==> src/rtl/ysyx_22050854_mul_ctrl.sv <==
// Sequencing controller between the EXU and a variable-latency multiplier.
// Owns the request/response handshakes, flush handling and a one-entry result cache.
//
// state | meaning
// IDLE  | waiting for a request; req_ready high unless flushing
// ISSUE | registered request presented, waiting for multiplier mul_ready
// WAIT  | multiplier running, waiting for out_valid
// DRAIN | flushed while running; swallowing the stale out_valid
// DONE  | response held until resp_ready
module ysyx_22050854_mul_ctrl (
    input  logic        clock,
    input  logic        reset,
    input  logic        req_valid,
    output logic        req_ready,
    input  logic [1:0]  req_op,
    input  logic        req_word,
    input  logic [63:0] req_src1,
    input  logic [63:0] req_src2,
    input  logic [4:0]  req_rd,
    input  logic        flush,
    output logic        resp_valid,
    input  logic        resp_ready,
    output logic [63:0] resp_data,
    output logic [4:0]  resp_rd,
    output logic        busy,
    output logic        m_valid,
    output logic        m_flush,
    output logic        m_mulw,
    output logic [1:0]  m_signed,
    output logic [63:0] m_multiplicand,
    output logic [63:0] m_multiplier,
    input  logic        m_ready,
    input  logic        m_out_valid,
    input  logic [63:0] m_result_hi,
    input  logic [63:0] m_result_lo
);

    localparam logic [2:0] IDLE  = 3'd0;
    localparam logic [2:0] ISSUE = 3'd1;
    localparam logic [2:0] WAIT  = 3'd2;
    localparam logic [2:0] DRAIN = 3'd3;
    localparam logic [2:0] DONE  = 3'd4;

    localparam logic [1:0] OP_MUL    = 2'd0;
    localparam logic [1:0] OP_MULHSU = 2'd2;
    localparam logic [1:0] OP_MULHU  = 2'd3;

    function automatic logic [1:0] sign_of(input logic [1:0] op);
        logic [1:0] s;
        case (op)
            OP_MULHSU: s = 2'b10;
            OP_MULHU:  s = 2'b00;
            default:   s = 2'b11;
        endcase
        return s;
    endfunction

    logic [2:0]  state;
    logic [1:0]  op_q;
    logic        word_q;
    logic [63:0] src1_q;
    logic [63:0] src2_q;
    logic [4:0]  rd_q;
    logic [63:0] data_q;
    logic [4:0]  rd_out_q;

    logic        cache_valid;
    logic [63:0] cache_src1;
    logic [63:0] cache_src2;
    logic [1:0]  cache_sgn;
    logic [63:0] cache_hi;
    logic [63:0] cache_lo;

    logic        accept;
    logic        in_issue;
    logic [1:0]  req_sgn;
    logic        cache_hit;
    logic [63:0] cache_data;
    logic [63:0] cap_data;

    assign req_ready = (state == IDLE) & ~flush;
    assign accept    = req_valid & req_ready;
    assign in_issue  = (state == ISSUE);
    assign req_sgn   = sign_of(req_op);

    // The low half of a product does not depend on operand signedness, so a
    // plain MUL may reuse an entry captured under any signedness.
    assign cache_hit = cache_valid & ~req_word
                     & (req_src1 == cache_src1) & (req_src2 == cache_src2)
                     & ((req_sgn == cache_sgn) | (req_op == OP_MUL));

    assign cache_data = (req_op == OP_MUL) ? cache_lo : cache_hi;
    assign cap_data   = (op_q == OP_MUL) ? m_result_lo : m_result_hi;

    assign m_valid        = in_issue & m_ready & ~flush;
    assign m_flush        = flush;
    assign m_mulw         = in_issue & word_q;
    assign m_signed       = in_issue ? sign_of(op_q) : 2'b00;
    assign m_multiplicand = in_issue ? src1_q : 64'd0;
    assign m_multiplier   = in_issue ? src2_q : 64'd0;

    assign resp_valid = (state == DONE) & ~flush;
    assign resp_data  = data_q;
    assign resp_rd    = rd_out_q;
    assign busy       = (state != IDLE);

    always_ff @(posedge clock) begin
        if (!reset) begin
            state       <= IDLE;
            op_q        <= 2'd0;
            word_q      <= 1'b0;
            src1_q      <= 64'd0;
            src2_q      <= 64'd0;
            rd_q        <= 5'd0;
            data_q      <= 64'd0;
            rd_out_q    <= 5'd0;
            cache_valid <= 1'b0;
            cache_src1  <= 64'd0;
            cache_src2  <= 64'd0;
            cache_sgn   <= 2'b00;
            cache_hi    <= 64'd0;
            cache_lo    <= 64'd0;
        end else begin
            case (state)
                IDLE: begin
                    if (accept) begin
                        op_q   <= req_op;
                        word_q <= req_word;
                        src1_q <= req_src1;
                        src2_q <= req_src2;
                        rd_q   <= req_rd;
                        if (cache_hit) begin
                            data_q   <= cache_data;
                            rd_out_q <= req_rd;
                            state    <= DONE;
                        end else begin
                            state <= ISSUE;
                        end
                    end
                end
                ISSUE: begin
                    if (flush)        state <= IDLE;
                    else if (m_ready) state <= WAIT;
                end
                WAIT: begin
                    if (flush) begin
                        // a result landing in the flush cycle is simply dropped
                        state <= m_out_valid ? IDLE : DRAIN;
                    end else if (m_out_valid) begin
                        data_q   <= cap_data;
                        rd_out_q <= rd_q;
                        state    <= DONE;
                        if (!word_q) begin
                            cache_valid <= 1'b1;
                            cache_src1  <= src1_q;
                            cache_src2  <= src2_q;
                            cache_sgn   <= sign_of(op_q);
                            cache_hi    <= m_result_hi;
                            cache_lo    <= m_result_lo;
                        end
                    end
                end
                DRAIN: begin
                    if (m_out_valid) state <= IDLE;
                end
                DONE: begin
                    if (flush || resp_ready) state <= IDLE;
                end
                default: state <= IDLE;
            endcase
        end
    end

endmodule
==> config.mk <==
export PLATFORM = sky130hd
export DESIGN_NAME = ysyx_22050854_mul_ctrl
export DESIGN_NICKNAME = d
export VERILOG_FILES = /design/src/rtl/ysyx_22050854_mul_ctrl.sv
export SDC_FILE = /design/constraint.sdc
export NUM_CORES = 1
export LEC_CHECK = 0
export CORE_AREA = 2 2 283 257
export DETAILED_ROUTE_END_ITERATION = 6
export DIE_AREA = 0 0 285 259
export SLEW_MARGIN = 10
export SYNTH_ARGS = -nofsm -noshare
export SYNTH_HDL_FRONTEND = slang
export SYNTH_SLANG_ARGS = --single-unit
==> constraint.sdc <==
create_clock -name clock -period 2.76 [get_ports clock]
set_clock_uncertainty 0.2 [all_clocks]
set_input_delay 0.414 -clock clock [delete_from_list [all_inputs] [get_ports clock]]
set_output_delay 0.414 -clock clock [all_outputs]
set_load 0.1 [all_outputs]
==> results of run 1 <==
## worst max path at each step
stage          depth (start not counted)                    endpoint  slack, ps                        start
2_1_floorplan                          9   resp_data[0]$_SDFFE_PN0P_       -230        state[2]$_SDFFE_PN0P_
3_3_place_gp                          10  resp_data[42]$_SDFFE_PN0P_      -1210                 req_src1[31]
3_5_place_dp                          10  resp_data[50]$_SDFFE_PN0P_      -1220                 req_src1[31]
4_1_cts                               10  resp_data[30]$_SDFFE_PN0P_       -310  cache_src2[49]$_SDFFE_PN0P_
5_1_grt                               10  resp_data[21]$_SDFFE_PN0P_       -380  cache_src1[38]$_SDFFE_PN0P_
6_report                              10  resp_data[14]$_SDFFE_PN0P_       -350                 req_src1[23]
## placed cells by master (no fill, tap or decap), types with 10 or more instances in the layout
master           netlist  final
and3_1               131    124
nand4_1               17     17
dfxtp_1              467    459
mux2i_1               69     68
nor2_1                15     10
clkbuf_16              0     59
buf_4                  1    182
a21oi_1              400    399
o22ai_1               11     11
o211ai_1              64     64
nand2_1              983    981
nand2b_1              15     15
xor2_1                23     23
nor4_1                15     14
buf_12                 8    173
nand3_1               66     66
clkdlybuf4s50_1        0    267
inv_1                 37     35
nor2b_1               45     43
xnor2_1               49     47
clkbuf_8               0     11
mux2_2                64     64
## sequential cells by signal (all words and copies together) (netlist names)
register / flops
cache_hi: 64
cache_lo: 64
cache_src1: 64
cache_src2: 64
resp_data: 64
src1_q: 64
src2_q: 64
rd_q: 5
resp_rd: 5
state: 3
cache_sgn: 2
op_q: 2
cache_valid: 1
word_q: 1
## tightest hold or removal path, delay by kind of cell
| kind | cells | cell delay [ps] |
|---|---|---|
| buffers and inverters | 2 | 240 |
| AO/OA/AOI/OAI | 1 | 170 |
## cell families (layout without fill, tap and decap cells)
kind of cell / count (synthesis) / in the layout / share of synthesized area, %
multiplexers: 133 / 133 / 6.71
flip-flops: 467 / 467 / 44.5
XOR/XNOR: 72 / 72 / 3.00
other: 0 / 7 / 0
AO/OA/AOI/OAI: 519 / 519 / 14.0
buffers and inverters: 257 / 777 / 5.23
AND/OR/NAND/NOR: 1303 / 1303 / 26.6
## routing by layer
layer	share of wire (%)	wire length, microns
met5	0.11	97
met1	44	38100
met3	9.0	7840
met2	45	39300
met4	2.4	2130
## final cells by class
type | instances | area [sq um]
inverters | 38 | 154
well taps | 950 | 1190
fillers | 6974 | 39600
clock inverters | 22 | 335
clock buffers | 72 | 1530
diodes | 7 | 17.5
flip-flops and latches | 467 | 9360
repair buffers | 645 | 8000
multi-input cells | 2027 | 10800
## report_power, final
group | internal [mW] | switching (mW) | leakage (nW)
clock | 4.54 | 3.06 | 0.909
combinational | 1.97 | 3.52 | 6.92
sequential | 7.01 | 0.233 | 3.78
total | 13.5 | 6.81 | 11.6
## through the flow
step	power (mW)	hold slack [ps]	instance area [sq um]	setup TNS (ps)	setup WS [ps]
CTS	20.4	95.1	31100	-18530	-311
global route	21.0	146	31400	-22510	-381
floorplan	10.2	232	21100	-24380	-229
detailed placement	12.5	244	28900	-81380	-1220
global placement	12.5	239	28900	-81580	-1210
finish	20.3	100	31400	-20410	-354
## repair_timing
| action | CTS | global route |
|---|---|---|
| setup buffers | 8 | 1 |
| gates cloned | 6 | 5 |
| setup endpoints to repair | 168 | 90 |
| hold buffers | 0 | 2 |
| pin swaps | 6 | 6 |
| gates resized for setup | 29 | 21 |
| endpoints found under the hold margin | 0 | 2 |
==> impl_summary.log, run 1 <==
INFO  metric run_status = finished with violations
INFO  metric p_leak = 11.6 nW
INFO  metric post-route-worst-setup-slack = -354 ps
INFO  metric worst_slew_margin_rel = 39.3%
INFO  metric failed_checks = negative setup slack
INFO  metric place.detailed.hpwl = 60,200 microns
INFO  metric drt-wirelength-per-cell = 20.7 microns
INFO  metric fmaxAchievable = 0.321 GHz
INFO  metric worst_hold_path.num_cells = 3
INFO  metric critical_path_type = primary input to register
INFO  metric finish.net_count = 3,502
INFO  metric yosysWarningCount = 0
INFO  metric cts.root.buffer_cell = clkbuf_16
INFO  metric reg2reg_slack = -290 ps
INFO  metric critPathMaxStageDelay = 570 ps
INFO  metric count_of_distinct_cell_types_in_the_synthesized_netlist = 50
INFO  metric cp_slowest_cell = or4_4
INFO  metric starting_density = 29.6%
INFO  metric port_buffers = 475
INFO  metric syn_area_cell = 7.64 sq um
INFO  metric most_common_library_cells_after_synthesis = 983 x nand2_1, 467 x dfxtp_1, 400 x a21oi_1
INFO  metric critical-path-top-delay-family = simple AND/OR/NAND/NOR gates
INFO  metric grt_util_all_layers = 22.3%
INFO  metric finish.utilization = 44.2%
INFO  metric timing.hold.worst.start = reset
INFO  metric syn_area = 0.0210 sq mm
INFO  metric grt_max_degree = 137
INFO  metric timing.critical_path.cells = clkdlybuf4s50_1, nor2b_1, a2111oi_1, nand4_1, or4_4, o31ai_4, and3_4, buf_12, clkbuf_16, mux2i_1
INFO  metric async_reset_ff_share = 0%
INFO  metric arrival = 3430 ps
INFO  metric hold_vio_cnt_final = 0
INFO  metric rsz0062_at_grt = yes
INFO  metric worst-r2r-cell-count = 10
INFO  metric power_density = 648 mW/mm^2
INFO  metric path_max_fanout = 7
INFO  metric use_met1 = 30.2%
INFO  metric postSynthRegisterBits = 467
INFO  metric clock_tree_from_tritoncts = yes
INFO  metric vias = 21,071
INFO  metric grt_first_pass_wirelength = 127,000 microns
INFO  metric global_route.usage.met3 = 6.30%
INFO  metric netlist.top_cell.by_area = dfxtp_1
INFO  metric grt_pass1_vias = 19,346
INFO  metric path_clk_slew = 60 ps
INFO  metric drtPass1Iterations = 6
INFO  metric detailedRoute.firstIterationViolations = 1,581
INFO  metric floorplan.die_area = 0.0738 sq mm
INFO  metric htree_levels = 2
INFO  metric tritoncts_num_sinks = 467
INFO  metric synth.net_count = 3,022
INFO  metric grt_antenna_before_repair = 16
INFO  metric syn_inst_count = 2,751
INFO  metric ys.flop_type = dfxtp_1
INFO  metric clock_buffers_created_by_tritoncts = 52
INFO  metric maxSlewViolCount = 0
INFO  metric yosys.area.top_type_share = 44.5%
INFO  metric groute.layer.met2.usage = 34.9%
INFO  metric total_routed_length = 87,500 microns
INFO  metric ant_nets = 0
INFO  metric hold_path.class = primary input to register
INFO  metric synthToLayoutAreaGrowth = 49.2%
INFO  metric chipHeight = 259 microns
INFO  metric start_kind = primary input
INFO  metric setup_viol_count_final = 71
INFO  metric r2r_end = resp_data[14]$_SDFFE_PN0P_
INFO  metric placeableCoreArea = 0.0710 sq mm
INFO  metric io_pins = 476
INFO  metric reg2reg_from = cache_src1[12]$_SDFFE_PN0P_
INFO  metric hold_path_end = rd_q[3]$_SDFFE_PN0P_
INFO  metric placement_rows = 93
INFO  metric layout-drive-gt1-share = 17.5%
INFO  metric dp.cells = 4,108
INFO  metric vias_per_cell = 4.98
INFO  metric edff_count_synth = 0
INFO  metric post-route-drc-count = 0
INFO  metric overflow = 0
INFO  metric gp_congestion = 0.944
INFO  metric irDropWorstVdd = 0.000438 V
INFO  metric setup.worst_path.end_class = register
INFO  metric tightest_slew = 910 ps
INFO  metric dieWidth = 285 microns
INFO  metric yosysMostFrequentCell = nand2_1
INFO  metric globalRoute.busiestLayer = met2
INFO  metric seq_area_frac_synth = 44.5%
INFO  metric post_layout_nonfiller_instances = 4,228
INFO  metric finalWorstPathRequiredPeriod = 3110 ps
INFO  metric timing.critical_path.buf_inv = 3
INFO  metric cts.path.max_buffers = 3
INFO  metric maxCapViolCount = 0
INFO  metric netlist_top_cells_area = dfxtp_1 44%, nand2_1 18%, a21oi_1 9.5%
INFO  metric min_period_over_period = 113%
INFO  metric critPathRequiredTime = 3080 ps
INFO  metric clock_insertion_delay_worst_skew = 630 ps
Note: power is estimated with default switching activity, not from simulation.
==> run 2: changes to the inputs <==
- TNS_END_PERCENT: not set -> 30
==> run 2 against run 1 <==
Net effect:
- design area decreased by 0.97%
- global-route usage decreased by 0.24 points
- hold slack got worse by 53 ps
- first-iteration DRC count decreased by 2.3%
- wire length decreased by 3.2%
- critical path depth increased by 1
- sequential share of layout area increased by 0.28 points
- largest power group unchanged
- final cell count about the same
- core utilization decreased by 0.43 points
- the flow still finishes with violations (negative setup slack)
- maximum frequency increased by 2.7%
- clock-buffer cell count increased by 4
- register-to-register slack improved by 40 ps
==> impl_summary.log, run 2 (synthesis results as in run 1) <==
INFO  metric run_status = finished with violations
INFO  metric failed_checks = negative setup slack
INFO  metric drt-wirelength-per-cell = 20.1 microns (-3.1%)
INFO  metric critPathMaxStageDelay = 560 ps (about the same)
INFO  metric place.detailed.hpwl = 60,600 microns (+0.67%)
INFO  metric regArea = 0.00936 sq mm (about the same)
INFO  metric placeableCoreArea = 0.0710 sq mm (unchanged)
INFO  metric rsz0062_at_grt = yes
INFO  metric maxSlewViolCount = 0 (unchanged)
INFO  metric finish.instance_area = 0.0311 sq mm (-0.97%)
INFO  metric grt_antenna_before_repair = 16 (unchanged)
INFO  metric detailedRoute.firstIterationViolations = 1,544 (-2.3%)
INFO  metric clock_tree_from_tritoncts = yes
INFO  metric grt_pass1_vias = 19,458 (+0.58%)
INFO  metric layout-drive-gt1-share = 17.6% (+0.088 points)
INFO  metric floorplan.die_area = 0.0738 sq mm (unchanged)
INFO  metric port_buffers = 475 (unchanged)
INFO  metric ctsHoldBuffers = 0 (unchanged)
INFO  metric synthToLayoutAreaGrowth = 47.8%
INFO  metric worst_slew_margin_rel = 41.5% (+2.1 points)
INFO  metric cp_slowest_cell = or4_4
INFO  metric tightest_slew = 878 ps (-32.1 ps)
INFO  metric overflow = 0 (unchanged)
INFO  metric path_max_fanout = 7 (unchanged)
INFO  metric irDropWorstVdd = 0.000564 V (+29%)
INFO  metric critPathRequiredTime = 3080 ps (about the same)
INFO  metric final_cell_mix = 981 x nand2_1, 462 x dfxtp_1, 399 x a21oi_1, 264 x clkdlybuf4s50_1, 184 x buf_4
INFO  metric multi_input_area = 0.0108 sq mm (about the same)
INFO  metric hold_path.class = primary input to register
INFO  metric post-route-drc-count = 0 (unchanged)
INFO  metric dpl_cell_area = 0.0289 sq mm (about the same)
INFO  metric start_kind = primary input
INFO  metric min_period_over_period = 110% (-3.0 points)
INFO  metric cts.path.max_buffers = 3 (unchanged)
INFO  metric layout.filler_cells = 7,035 (+0.87%)
INFO  metric grt_util_all_layers = 22.1% (-0.24 points)
INFO  metric dieWidth = 285 microns (unchanged)
INFO  metric setup.worst_path.end_class = register
INFO  metric fmaxAchievable = 0.330 GHz (+2.7%)
INFO  metric drtPass1Iterations = 6 (unchanged)
INFO  metric io_pins = 476 (unchanged)
INFO  metric tritoncts_num_sinks = 467 (unchanged)
INFO  metric power_density = 639 mW/mm^2 (-1.4%)
INFO  metric chipHeight = 259 microns (unchanged)
INFO  metric timing.critical_path.cells = clkdlybuf4s50_1, nor2b_1, a2111oi_2, nand4_1, or4_4, o31ai_4, and3_4, buf_12, buf_12, buf_16, mux2i_1
INFO  metric finish.net_count = 3,494 (-0.23%)
INFO  metric hold_vio_cnt_final = 0 (unchanged)
INFO  metric p_leak = 11.4 nW (-1.6%)
INFO  metric vias = 20,713 (-1.7%)
INFO  metric fin_setup_tns = -13,790 ps (+6620 ps)
INFO  metric grt_first_pass_wirelength = 125,000 microns (-1.0%)
INFO  metric clock_buffers_created_by_tritoncts = 53 (+1.9%)
INFO  metric path_clk_slew = 60 ps (about the same)
INFO  metric ant_nets = 0 (unchanged)
INFO  metric critical_path.most_common_cell = buf_12
INFO  metric cts.root.buffer_cell = clkbuf_16
INFO  metric htree_levels = 2 (unchanged)
INFO  metric placement_rows = 93 (unchanged)
INFO  metric setup_viol_count_final = 71 (unchanged)
INFO  metric grt_max_degree = 137 (unchanged)
INFO  metric finalWorstPathRequiredPeriod = 3030 ps (-81.9 ps)
INFO  metric post_layout_nonfiller_instances = 4,225 (-0.071%)
INFO  metric maxCapViolCount = 0 (unchanged)
INFO  metric dp.cells = 4,110 (+0.049%)
INFO  metric starting_density = 29.6% (unchanged)
INFO  metric post-route-worst-setup-slack = -272 ps (+81.9 ps)
INFO  metric gp_congestion = 0.931 (-1.4%)
INFO  metric mostFrequentLayoutCell = nand2_1
INFO  metric total_routed_length = 84,800 microns (-3.2%)
INFO  metric critical_path_type = primary input to register
INFO  metric arrival = 3360 ps (-70 ps)
INFO  metric clock_insertion_delay_worst_skew = 600 ps (-30 ps)
INFO  metric vias_per_cell = 4.90 (-1.6%)
## run 2: worst paths after layout
kind / from / to / slack [ps] / cells past startpoint
worst max-delay path: req_src1[23] / resp_data[32]$_SDFFE_PN0P_ / -270 / 11
worst min-delay path: reset / resp_data[40]$_SDFFE_PN0P_ / 50 / 3
worst max register to register: cache_src2[49]$_SDFFE_PN0P_ / resp_data[32]$_SDFFE_PN0P_ / -250 / 11
worst min register to register: cache_hi[40]$_SDFFE_PN0P_ / cache_hi[40]$_SDFFE_PN0P_ / 250 / 2
## run 2: area by class of cell
cell class	instances	share of cell area, %
diodes	9	0.0725
clock buffers	76	5.00
clock inverters	22	0.818
inverters	38	0.495
multi-input cells	2027	34.7
flip-flops and latches	467	30.1
well taps	950	3.83
repair buffers	636	24.9
## run 2: timing repair
action,CTS,global route
resized for setup,31,23
pin swaps,6,3
setup buffers,5,0
cloned,3,0
endpoints found under the setup margin,115,109
## run 2: metal layers
metal | vias up | global-route usage [%] | part of all wire (%)
li1 | 10133 | - | -
met3 | 113 | 5.59 | 8.6
met2 | 724 | 35.0 | 45
met5 | - | 0 | 0.079
met1 | 9731 | 29.8 | 44
met4 | 12 | 6.01 | 2.4
## run 2: stage by stage
stage | total power [mW] | utilization, % | hold WS [ps] | setup slack [ps]
floorplan | 10.2 | - | 232 | -283
global placement | 12.5 | 40.8 | 238 | -1120
detailed placement | 12.5 | 40.8 | 243 | -1110
CTS | 20.0 | 43.6 | 10.6 | -300
global route | 20.6 | 43.7 | 38.2 | -347
finish | 19.8 | 43.8 | 47.1 | -272
## run 2: power breakdown
part,switching (mW),internal (mW)
logic,3.41,1.86
registers,0.229,7.01
clock network,2.97,4.37
## run 2: worst max-delay path: cells and delay by family
kind | cells | cell delay, ps
buffers and inverters | 4 | 910
and+or+nand+nor | 4 | 1180
AOI/OAI and AO/OA | 2 | 660
muxes | 1 | 180
==> run 3: changes to the inputs <==
- clock period: 2.76 -> 3 ns (I/O delays scaled with it)
==> run 3 against run 2 <==
Net effect:
- the run still ends with negative setup slack left
- clock power is 8.7% lower
- sequential power decreased by 8.1%
- sequential share of layout area grew 0.67 points
- die area unchanged
- core utilization down 0.93 points
- via count up 0.73%
- global-route usage about the same
- register-to-register slack better by 260 ps
- clock-buffer cell count rose by 7
- non-clock buffer count is 1 lower
- critical endpoint unchanged
- largest power group unchanged
==> impl_summary.log, run 3 (synthesis results as in run 1) <==
INFO  metric run_status = finished with violations
INFO  metric failed_checks = negative setup slack
INFO  metric post-route-worst-setup-slack = -21.7 ps (+250 ps)
INFO  metric reg2reg_from = cache_src2[49]$_SDFFE_PN0P_
INFO  metric power_density = 596 mW/mm^2 (-6.7%)
INFO  metric tritoncts_num_sinks = 467 (unchanged)
INFO  metric grt_first_pass_wirelength = 126,000 microns (+0.12%)
INFO  metric synthToLayoutAreaGrowth = 44.6%
INFO  metric clock_tree_from_tritoncts = yes
INFO  metric r2r_end = resp_data[32]$_SDFFE_PN0P_
INFO  metric cp_slowest_cell = or4_4
INFO  metric placement_rows = 93 (unchanged)
INFO  metric floorplan.die_area = 0.0738 sq mm (unchanged)
INFO  metric arrival = 3350 ps (about the same)
INFO  metric detailedRoute.firstIterationViolations = 1,672 (+8.3%)
INFO  metric multi_input_area = 0.0108 sq mm (unchanged)
INFO  metric rsz0062_at_grt = yes
INFO  metric net-switching-power = 6.08 mW (-8.0%)
INFO  metric grt_max_degree = 137 (unchanged)
INFO  metric dpl_cell_area = 0.0282 sq mm (-2.5%)
INFO  metric place.detailed.hpwl = 60,800 microns (+0.33%)
INFO  metric dieWidth = 285 microns (unchanged)
INFO  metric chipHeight = 259 microns (unchanged)
INFO  metric critPathMaxStageDelay = 550 ps (about the same)
INFO  metric finish.net_count = 3,492 (-0.057%)
INFO  metric clock_insertion_delay_worst_skew = 620 ps (+20 ps)
INFO  metric placeableCoreArea = 0.0710 sq mm (unchanged)
INFO  metric drt-wirelength-per-cell = 20.3 microns (+1.0%)
INFO  metric mostFrequentLayoutCell = nand2_1
INFO  metric post-route-drc-count = 0 (unchanged)
INFO  metric maxSlewViolCount = 0 (unchanged)
INFO  metric worst_slew_margin_rel = 33.4% (-8.1 points)
INFO  metric setup.worst_path.end_class = register
INFO  metric grt_antenna_before_repair = 12 (-4)
INFO  metric clock_buffers_created_by_tritoncts = 52 (-1.9%)
INFO  metric final_cell_mix = 981 x nand2_1, 458 x dfxtp_1, 400 x a21oi_1, 258 x clkdlybuf4s50_1, 228 x buf_4
INFO  metric cts.path.max_buffers = 3 (unchanged)
INFO  metric ant_nets = 0 (unchanged)
INFO  metric vias_per_cell = 4.94 (+0.78%)
INFO  metric htree_levels = 2 (unchanged)
INFO  metric grt_util_all_layers = 22.1% (about the same)
INFO  metric finish.instance_area = 0.0304 sq mm (-2.1%)
INFO  metric path_clk_slew = 60 ps (about the same)
INFO  metric pwr-share-clk = 37.0% (about the same)
INFO  metric port_buffers = 475 (unchanged)
INFO  metric io_pins = 476 (unchanged)
INFO  metric cts.root.buffer_cell = clkbuf_16
INFO  metric swShare = 33.6% (+0.25 points)
INFO  metric overflow = 0 (unchanged)
INFO  metric hold_path.class = primary input to register
INFO  metric fmaxAchievable = 0.331 GHz
INFO  metric layout.filler_cells = 7,080 (+0.64%)
INFO  metric power.combinational.fraction = 26.3% (-0.3 points)
INFO  metric setup_viol_count_final = 1 (-99%)
INFO  metric drtPass1Iterations = 7 (+1)
INFO  metric regArea = 0.00936 sq mm (about the same)
INFO  metric vias = 20,865 (+0.73%)
INFO  metric grt_pass1_vias = 19,363 (-0.49%)
INFO  metric critPathRequiredTime = 3330 ps (+250 ps)
INFO  metric timing.critical_path.cells = clkdlybuf4s50_1, nor2b_2, a2111oi_4, buf_4, nand4_1, or4_4, o31ai_4, and3_4, buf_12, buf_12, buf_12, mux2i_1
INFO  metric hold_path_end = src1_q[19]$_SDFFE_PN0P_
INFO  metric finalWorstPathRequiredPeriod = 3020 ps
INFO  metric critical_path_type = primary input to register
INFO  metric starting_density = 29.6% (unchanged)
INFO  metric total_routed_length = 85,600 microns (+0.97%)
INFO  metric irDropWorstVdd = 0.000444 V (-21%)
INFO  metric timing.hold.worst.start = req_src1[19]
INFO  metric path_max_fanout = 8 (+1)
INFO  metric finish.utilization = 42.8% (-0.93 points)
INFO  metric gp_congestion = 0.936 (+0.55%)
INFO  metric tightest_slew = 999 ps (+121 ps)
INFO  metric hold_vio_cnt_final = 0 (unchanged)
INFO  metric worst-r2r-cell-count = 11 (unchanged)
INFO  metric p_int = 12.0 mW (-9.1%)
INFO  metric reg2reg_slack = 10 ps (+260 ps)
INFO  metric pwr-share-seq = 36.7% (+0.2 points)
INFO  metric maxCapViolCount = 0 (unchanged)
INFO  metric worst_hold_path.num_cells = 3 (unchanged)
INFO  metric p_leak = 11.3 nW (-0.97%)
INFO  metric min_period_over_period = 101%
INFO  metric critical_path.most_common_cell = buf_12
INFO  metric start_kind = primary input
INFO  metric layout-drive-gt1-share = 17.0% (-0.63 points)
run 3: cell count changes in the layout (fill, tap and decap cells not counted), sizes merged, moves of 3 or more:
cell           before  now
clkbuf             76   85
clkinv             12    4
clkdlybuf4s50     264  258
dlygate4sd3         0    3
dlygate4sd2         5    8
buf               367  361
dlymetal6s2s        0    3
run 3: worst max-delay path by stage:
stage	from	to	slack [ps]	cells after the start
2_1_floorplan	state[2]$_SDFFE_PN0P_	src2_q[20]$_SDFFE_PN0P_	-40	9
3_5_place_dp	req_src1[31]	resp_data[6]$_SDFFE_PN0P_	-770	11
6_report	req_src1[38]	resp_data[32]$_SDFFE_PN0P_	-20	12
3_3_place_gp	req_src1[31]	resp_data[13]$_SDFFE_PN0P_	-820	11
4_1_cts	cache_src2[49]$_SDFFE_PN0P_	resp_data[56]$_SDFFE_PN0P_	-30	10
5_1_grt	cache_src2[49]$_SDFFE_PN0P_	resp_data[34]$_SDFFE_PN0P_	-60	11
run 3: area by class of cell:
| class | count | share of cell area [%] |
|---|---|---|
| flip-flops and latches | 467 | 30.8 |
| repair buffers | 635 | 23.3 |
| diodes | 9 | 0.0741 |
| well taps | 950 | 3.91 |
| multi-input cells | 2027 | 35.5 |
| clock inverters | 14 | 0.704 |
| inverters | 38 | 0.506 |
| clock buffers | 83 | 5.19 |
run 3: metrics by stage:
stage	cells	hold slack (ps)	TNS (ps)	total power, mW	setup slack [ps]
after floorplan	2751	232	-1730	9.39	-43.2
after global placement	4101	238	-54340	11.4	-816
after detailed placement	4101	243	-50280	11.4	-769
after CTS	4206	51.7	-621	18.2	-33.8
after global routing	4220	76.1	-759	18.8	-60.3
final	4223	92.3	-21.7	18.1	-21.7
run 3: worst max-delay path: cells and delay by family:
kind / cells / cell delay (ps)
buf+inv: 5 / 1030
simple gates: 4 / 1100
mux: 1 / 190
compound gates: 2 / 560
run 3: layer usage:
metal / vias up / wire, microns / GRT usage (%)
li1: 10143 / - / -
met1: 9815 / 37500 / 30.3
met2: 790 / 38800 / 34.8
met3: 113 / 7090 / 4.89
met4: 4 / 2270 / 6.24
met5: - / 25 / 0
run 3: timing repair:
item	CTS	global route
endpoints found under the setup margin	69	93
hold endpoints to repair	0	3
buffers inserted	7	3
gates cloned	1	3
gates resized for setup	40	16
pin swaps	10	6
hold buffers	0	3
run 3: power groups by stage:
stage	Clock [mW]	Combinational [mW]	Sequential, mW
2_1_floorplan	0	2.60	6.79
3_3_place_gp	0	4.66	6.78
3_5_place_dp	0	4.66	6.78
4_1_cts	6.84	4.72	6.65
5_1_grt	7.11	5.01	6.68
6_report	6.70	4.76	6.65
